### src/rtl/imm_extend_seq_pkg.sv
// imm_extend_seq_pkg: shared encodings and defaults for the immediate extender
package imm_extend_seq_pkg;
  localparam int DATA_W_DEF = 32;
  localparam int ROT_STEP_DEF = 2;
  typedef enum logic [2:0] {
    SRC_IMM8  = 3'b000,
    SRC_IMM12 = 3'b001,
    SRC_BR    = 3'b010,
    SRC_MOV   = 3'b011,
    SRC_MOVT  = 3'b100,
    SRC_MOVM  = 3'b101,
    SRC_ROT   = 3'b110,
    SRC_ZERO  = 3'b111
  } imm_src_e;
  typedef enum logic [1:0] {
    IDLE = 2'd0,
    ROT  = 2'd1,
    DONE = 2'd2
  } state_e;
endpackage

### src/rtl/imm_extend_seq_if.sv
// imm_extend_seq_if: request/result handshake bundle for the immediate extender
interface imm_extend_seq_if
  import imm_extend_seq_pkg::*;
#(
  parameter int DATA_W = DATA_W_DEF
);
  logic start;
  logic ready;
  logic [23:0] Instr;
  logic [2:0] ImmSrc;
  logic carry_in;
  logic [DATA_W-1:0] ExtImm;
  logic carry_out;
  logic valid;
  logic ack;
  modport master (output start, Instr, ImmSrc, carry_in, ack, input ready, ExtImm, carry_out, valid);
  modport slave (input start, Instr, ImmSrc, carry_in, ack, output ready, ExtImm, carry_out, valid);
endinterface

### src/rtl/imm_rotator.sv
// imm_rotator: 32-bit rotate right by 0..ROT_STEP bits
module imm_rotator
  import imm_extend_seq_pkg::*;
#(
  parameter int ROT_STEP = ROT_STEP_DEF
) (
  input  logic [31:0] din,
  input  logic [4:0]  amt,
  output logic [31:0] dout
);
  logic [4:0] sh;
  // clamp to the per-cycle limit, then rotate; a zero shift leaves the left term empty
  always_comb begin
    sh = amt > 5'(ROT_STEP) ? 5'(ROT_STEP) : amt;
    dout = (din >> sh) | (din << (6'd32 - {1'b0, sh}));
  end
endmodule

### src/rtl/imm_extend_seq.sv
// imm_extend_seq: multi-cycle immediate extender with iterative rotate
module imm_extend_seq
  import imm_extend_seq_pkg::*;
#(
  parameter int DATA_W = DATA_W_DEF,
  parameter int ROT_STEP = ROT_STEP_DEF
) (
  input logic clk,
  input logic reset,
  imm_extend_seq_if.slave bus
);
  state_e state_q, state_d;
  imm_src_e src;
  logic [DATA_W-1:0] res_q, pre;
  logic [4:0] rem_q, sh, amt;
  logic [31:0] rot_out;
  logic cq, accept;
  assign src = imm_src_e'(bus.ImmSrc);
  assign amt = {bus.Instr[11:8], 1'b0};
  assign accept = bus.start && bus.ready;
  assign sh = rem_q < 5'(ROT_STEP) ? rem_q : 5'(ROT_STEP);
  assign bus.ExtImm = res_q;
  assign bus.carry_out = cq;
  imm_rotator #(.ROT_STEP(ROT_STEP)) u_rot (.din(res_q[31:0]), .amt(sh), .dout(rot_out));
  // pre-rotation value selected by the mode at accept
  always_comb begin
    pre = (src == SRC_IMM8 || src == SRC_ROT) ? DATA_W'(bus.Instr[7:0]) :
          (src == SRC_IMM12 || src == SRC_MOV) ? DATA_W'(bus.Instr[11:0]) :
          (src == SRC_BR) ? {{(DATA_W-26){bus.Instr[23]}}, bus.Instr, 2'b00} :
          (src == SRC_MOVT) ? DATA_W'({bus.Instr[11:0], 16'h0}) :
          (src == SRC_MOVM) ? DATA_W'({bus.Instr[7:0], 12'h0}) : '0;
  end
  // state register
  always_ff @(posedge clk or negedge reset)
    if (!reset) state_q <= IDLE;
    else state_q <= state_d;
  // next state and handshake outputs
  always_comb begin
    state_d = state_q;
    bus.ready = state_q == IDLE;
    bus.valid = state_q == DONE;
    case (state_q)
      IDLE: if (accept) state_d = (src == SRC_ROT && amt != 5'd0) ? ROT : DONE;
      ROT: if (rem_q == sh) state_d = DONE;
      DONE: if (bus.ack) state_d = IDLE;
      default: state_d = IDLE;
    endcase
  end
  // result, remaining rotate count and carry; carry takes bit 31 on the last rotate step
  always_ff @(posedge clk or negedge reset)
    if (!reset) begin
      res_q <= '0;
      rem_q <= '0;
      cq <= 1'b0;
    end else if (accept) begin
      res_q <= pre;
      rem_q <= src == SRC_ROT ? amt : 5'd0;
      cq <= bus.carry_in;
    end else if (state_q == ROT) begin
      res_q <= DATA_W'(rot_out);
      rem_q <= rem_q - sh;
      if (rem_q == sh) cq <= rot_out[31];
    end
endmodule
### src/flat_wrapper.sv
// flat-port wrapper written by rule: the top's interface ports become plain ports
module imm_extend_seq_flat import imm_extend_seq_pkg::*;
#(
  parameter int DATA_W = DATA_W_DEF,
  parameter int ROT_STEP = ROT_STEP_DEF
)
  (clk, reset, bus_start, bus_Instr, bus_ImmSrc, bus_carry_in, bus_ack, bus_ready, bus_ExtImm, bus_carry_out, bus_valid);
  imm_extend_seq_if #(.DATA_W(DATA_W)) bus_i ();
  input logic clk;
  input logic reset;
  input wire logic [$bits(bus_i.start)-1:0] bus_start;
  input wire logic [$bits(bus_i.Instr)-1:0] bus_Instr;
  input wire logic [$bits(bus_i.ImmSrc)-1:0] bus_ImmSrc;
  input wire logic [$bits(bus_i.carry_in)-1:0] bus_carry_in;
  input wire logic [$bits(bus_i.ack)-1:0] bus_ack;
  output wire logic [$bits(bus_i.ready)-1:0] bus_ready;
  output wire logic [$bits(bus_i.ExtImm)-1:0] bus_ExtImm;
  output wire logic [$bits(bus_i.carry_out)-1:0] bus_carry_out;
  output wire logic [$bits(bus_i.valid)-1:0] bus_valid;
  assign bus_i.start = bus_start;
  assign bus_i.Instr = bus_Instr;
  assign bus_i.ImmSrc = bus_ImmSrc;
  assign bus_i.carry_in = bus_carry_in;
  assign bus_i.ack = bus_ack;
  assign bus_ready = bus_i.ready;
  assign bus_ExtImm = bus_i.ExtImm;
  assign bus_carry_out = bus_i.carry_out;
  assign bus_valid = bus_i.valid;
  imm_extend_seq #(.DATA_W(DATA_W), .ROT_STEP(ROT_STEP)) u_core (.clk(clk), .reset(reset), .bus(bus_i));
endmodule
### config.mk
export PLATFORM = sky130hd
export DESIGN_NAME = imm_extend_seq_flat
export DESIGN_NICKNAME = d
export VERILOG_FILES = /design/src/rtl/imm_extend_seq_pkg.sv /design/src/rtl/imm_extend_seq_if.sv /design/src/rtl/imm_rotator.sv /design/src/rtl/imm_extend_seq.sv /design/src/flat_wrapper.sv
export SDC_FILE = /design/constraint.sdc
export NUM_CORES = 1
export LEC_CHECK = 0
export ABC_AREA = 1
export BUFFER_PORTS_ARGS = -buffer_cell sky130_fd_sc_hd__buf_2
export CAP_MARGIN = 30
export CELL_PAD_IN_SITES_DETAIL_PLACEMENT = 0
export CELL_PAD_IN_SITES_GLOBAL_PLACEMENT = 1
export CORE_MARGIN = 4
export CORE_UTILIZATION = 43
export DETAILED_ROUTE_END_ITERATION = 16
export GPL_ROUTABILITY_DRIVEN = 0
export HOLD_SLACK_MARGIN = 0.03
export PLACE_DENSITY = 0.83
export SYNTH_ARGS = -nofsm -noshare
export SYNTH_HDL_FRONTEND = slang
export SYNTH_HIERARCHICAL = 1
export SYNTH_SLANG_ARGS = --single-unit
### constraint.sdc
create_clock -name clk -period 5.9 [get_ports clk]
set_clock_uncertainty 0.2 [all_clocks]
set_input_delay 0.295 -clock clk [delete_from_list [all_inputs] [get_ports clk]]
set_output_delay 0.295 -clock clk [all_outputs]
set_load 0.01 [all_outputs]
==> run metrics <==
Critical-path top delay cell ha_1; status completed; CP delay by family, top simple AND/OR/NAND/NOR gates; Worst-path clk slew 90 ps; R2R depth 15; NumNets Final 675; crit path launch u_core/rem_q[2]; Mean Syn Cell Area 6.46 µm²; most frequent cell after synthesis nand2_1; worst vdd ir 0.154 mV; Hold Path Stages 4; filler cell count 937; Clock Sinks 40; Fin. Hold Viols 0; Async S/R FF share, synth 100%; cells along the critical path nor2_1 -> nand2_1 -> nor2_1 -> inv_1 -> nor2_1 -> nand3_4 -> ha_1 -> inv_1 -> nand3_1 -> nand3_1 -> nand2_1 -> nand2_1 -> nand2_1 -> o21ai_0 -> a2bb2oi_1; # rows 34; CTS tree yes; Worst Path Buf+Inv 2; clk_lat worst skew 300 ps; Sw Share 50.0%; Die W 103 µm; fin crit share 80.5%; vias 4476; Synth top area share 25.9%; crit-path max cell delay 990 ps; RSZ-0062 raised after global routing no; WP depth 15; list of most frequent post-synthesis cells nand2_1, nand3_1, o21ai_0, dfrtp_1, inv_1; Reg power frac 31.9%; I/O Pins 67; layout cells sized above 1 15.7%; leakage power 2.10 nW; capture point of the worst reg-to-reg path u_core/bus.ExtImm[31]; clock share of power 12.4%; Vias/cell 5.97; TritonCTS Buffers 5; Reg2Reg Launch Point u_core/rem_q[2]; CTS max path bufs 2; Crit Path Category flip-flop to flip-flop; CORE AREA 8720 µm²; Max Freq 0.211 GHz; Root Buffer clkbuf_8; Global Route Usage Sum 26.6%; Mapped Area 3870 µm²; Residual DRC 0; pwr dens 440 nW/µm²; DR pass1 iterations 6; critical path data arrival time 4770 ps; largest area contributor in the netlist dfrtp_1; Design Area, Final 4250 µm²; Top FF cell, synth dfrtp_1; Area Overhead vs Synth 9.83%; Routed Wire Length 13700 µm; CP Launch Type flip-flop; initial core utilization 44.4%; # diodes 0; Detail Placement HPWL 9990 µm; Post-synth EDFFs 0; htree depth 2; setup TNS 0 ps; NetSw 0.936 mW; FF+latch count, synth 40; sequential element share of the synthesized area 25.9%; Least-Margin Pin Slew 760 ps; Slew HR 49.4%; Die Y 103 µm; setup violators final 0; placed cell area 4100 µm²; Port Buf Inserts 66; Cells after Synth 599; CP Capture Type flip-flop; initial antenna violation count 0; vias in the first global route 4058; largest net degree at the start of global routing 49; Combinational Power Share 55.7%; min cycle time layout 4750 ps; Power Internal 0.936 mW; CP required 5920 ps; global route overflow 0; class of the worst hold path primary input to flip-flop; Distinct cells, synth 42; die area 10600 µm²; Post-CTS Setup Repair Bufs 0; initial DRC count 487; Synth warnings 6; Max FO, Critical Path 48; drt wl/cell 18.3 µm; first-pass GRT wire length 21900 µm; reg2reg setup slack 1150 ps; Slew Limit Fails 0; Routed Antenna Nets 0; Setup crit end u_core/bus.ExtImm[31]; Max Cap Violations 0; most used cell, CP nand2_1; Synth area leaders dfrtp_1, nand2_1, nand3_1
timing repair:
item	4_1_cts	5_1_grt
resized for setup	0	0
endpoints found under the hold margin	41	0
hold buffers	2	0
power by group through the flow:
stage          combinational, mW  sequential (mW)  clock [mW]
2_1_floorplan              0.693            0.580           0
3_3_place_gp                1.02            0.594           0
3_5_place_dp                1.02            0.599           0
4_1_cts                     1.03            0.594       0.239
5_1_grt                     1.17            0.616       0.250
6_report                    1.04            0.597       0.232
tightest hold or removal path, stage by stage:
cell and delay, ps:
buf_2 70, inv_1 30, nand2_1 70, a21boi_1 70
how the worst min path moves through the flow:
stage                         startpoint                     to
detailed placement                 reset  u_core/bus.ExtImm[28]
finish                           bus_ack      u_core/state_q[1]
global route                     bus_ack      u_core/state_q[1]
floorplan                          reset   u_core/bus.ExtImm[0]
CTS                              bus_ack      u_core/state_q[1]
global placement    u_core/bus.carry_out   u_core/bus.carry_out
sequential cells by signal (all words and copies together) (netlist names):
register,cells
u_core/bus.carry_out,1
u_core/state_q,2
u_core/rem_q,5
u_core/bus.ExtImm,32
area by class of cell:
cell class | count | area, µm² | share of cell area (%)
clock buffers | 5 | 68.8 | 1.62
repair buffers | 69 | 370 | 8.71
multi-input cells | 478 | 2450 | 57.7
flip-flops and latches | 40 | 1000 | 23.5
inverters | 47 | 179 | 4.21
clock inverters | 3 | 42.5 | 1.00
well taps | 108 | 135 | 3.18
layer usage:
layer | global-route usage, % | up-vias | share of wire, %
li1 | - | 2129 | -
met1 | 39.5 | 2087 | 44
met2 | 40.6 | 237 | 45
met3 | 3.65 | 23 | 8.5
met4 | 7.17 | 0 | 2.1
met5 | 0 | - | 0
cells in the final DEF, fill, tap and decap left out, drive strengths merged, types with 5 or more instances in the layout:
cell type and count:
a21oi 12, o211ai 11, or2 22, nand2 193, a21boi 19, o21ai 63
inv 47, buf 67, a22oi 5, nand4 27, nand3 88, dfrtp 40
nor2 14, clkbuf 5
metrics by stage:
stage                     setup slack, ps  total power [mW]  std cells  util, %  hold slack [ps]
final                                1150              1.87        750     48.8             65.5
after global routing                  714              2.03        750     48.8             94.5
after CTS                            1290              1.86        749     48.5             63.1
after detailed placement             1350              1.62        739     47.0              292
after global placement               1490              1.61        739     47.0              281
after floorplan                      2880              1.27        601        -             -201
logic make-up after synthesis:
logic type	count (synthesis)	share of synthesized area (%)
other cells	2	0.194
compound gates	128	20.3
buf+inv	83	10.9
flops	40	25.9
simple gates	344	42.1
fa+ha+maj	2	0.646
No activity file was read; power rests on OpenSTA's default activity.
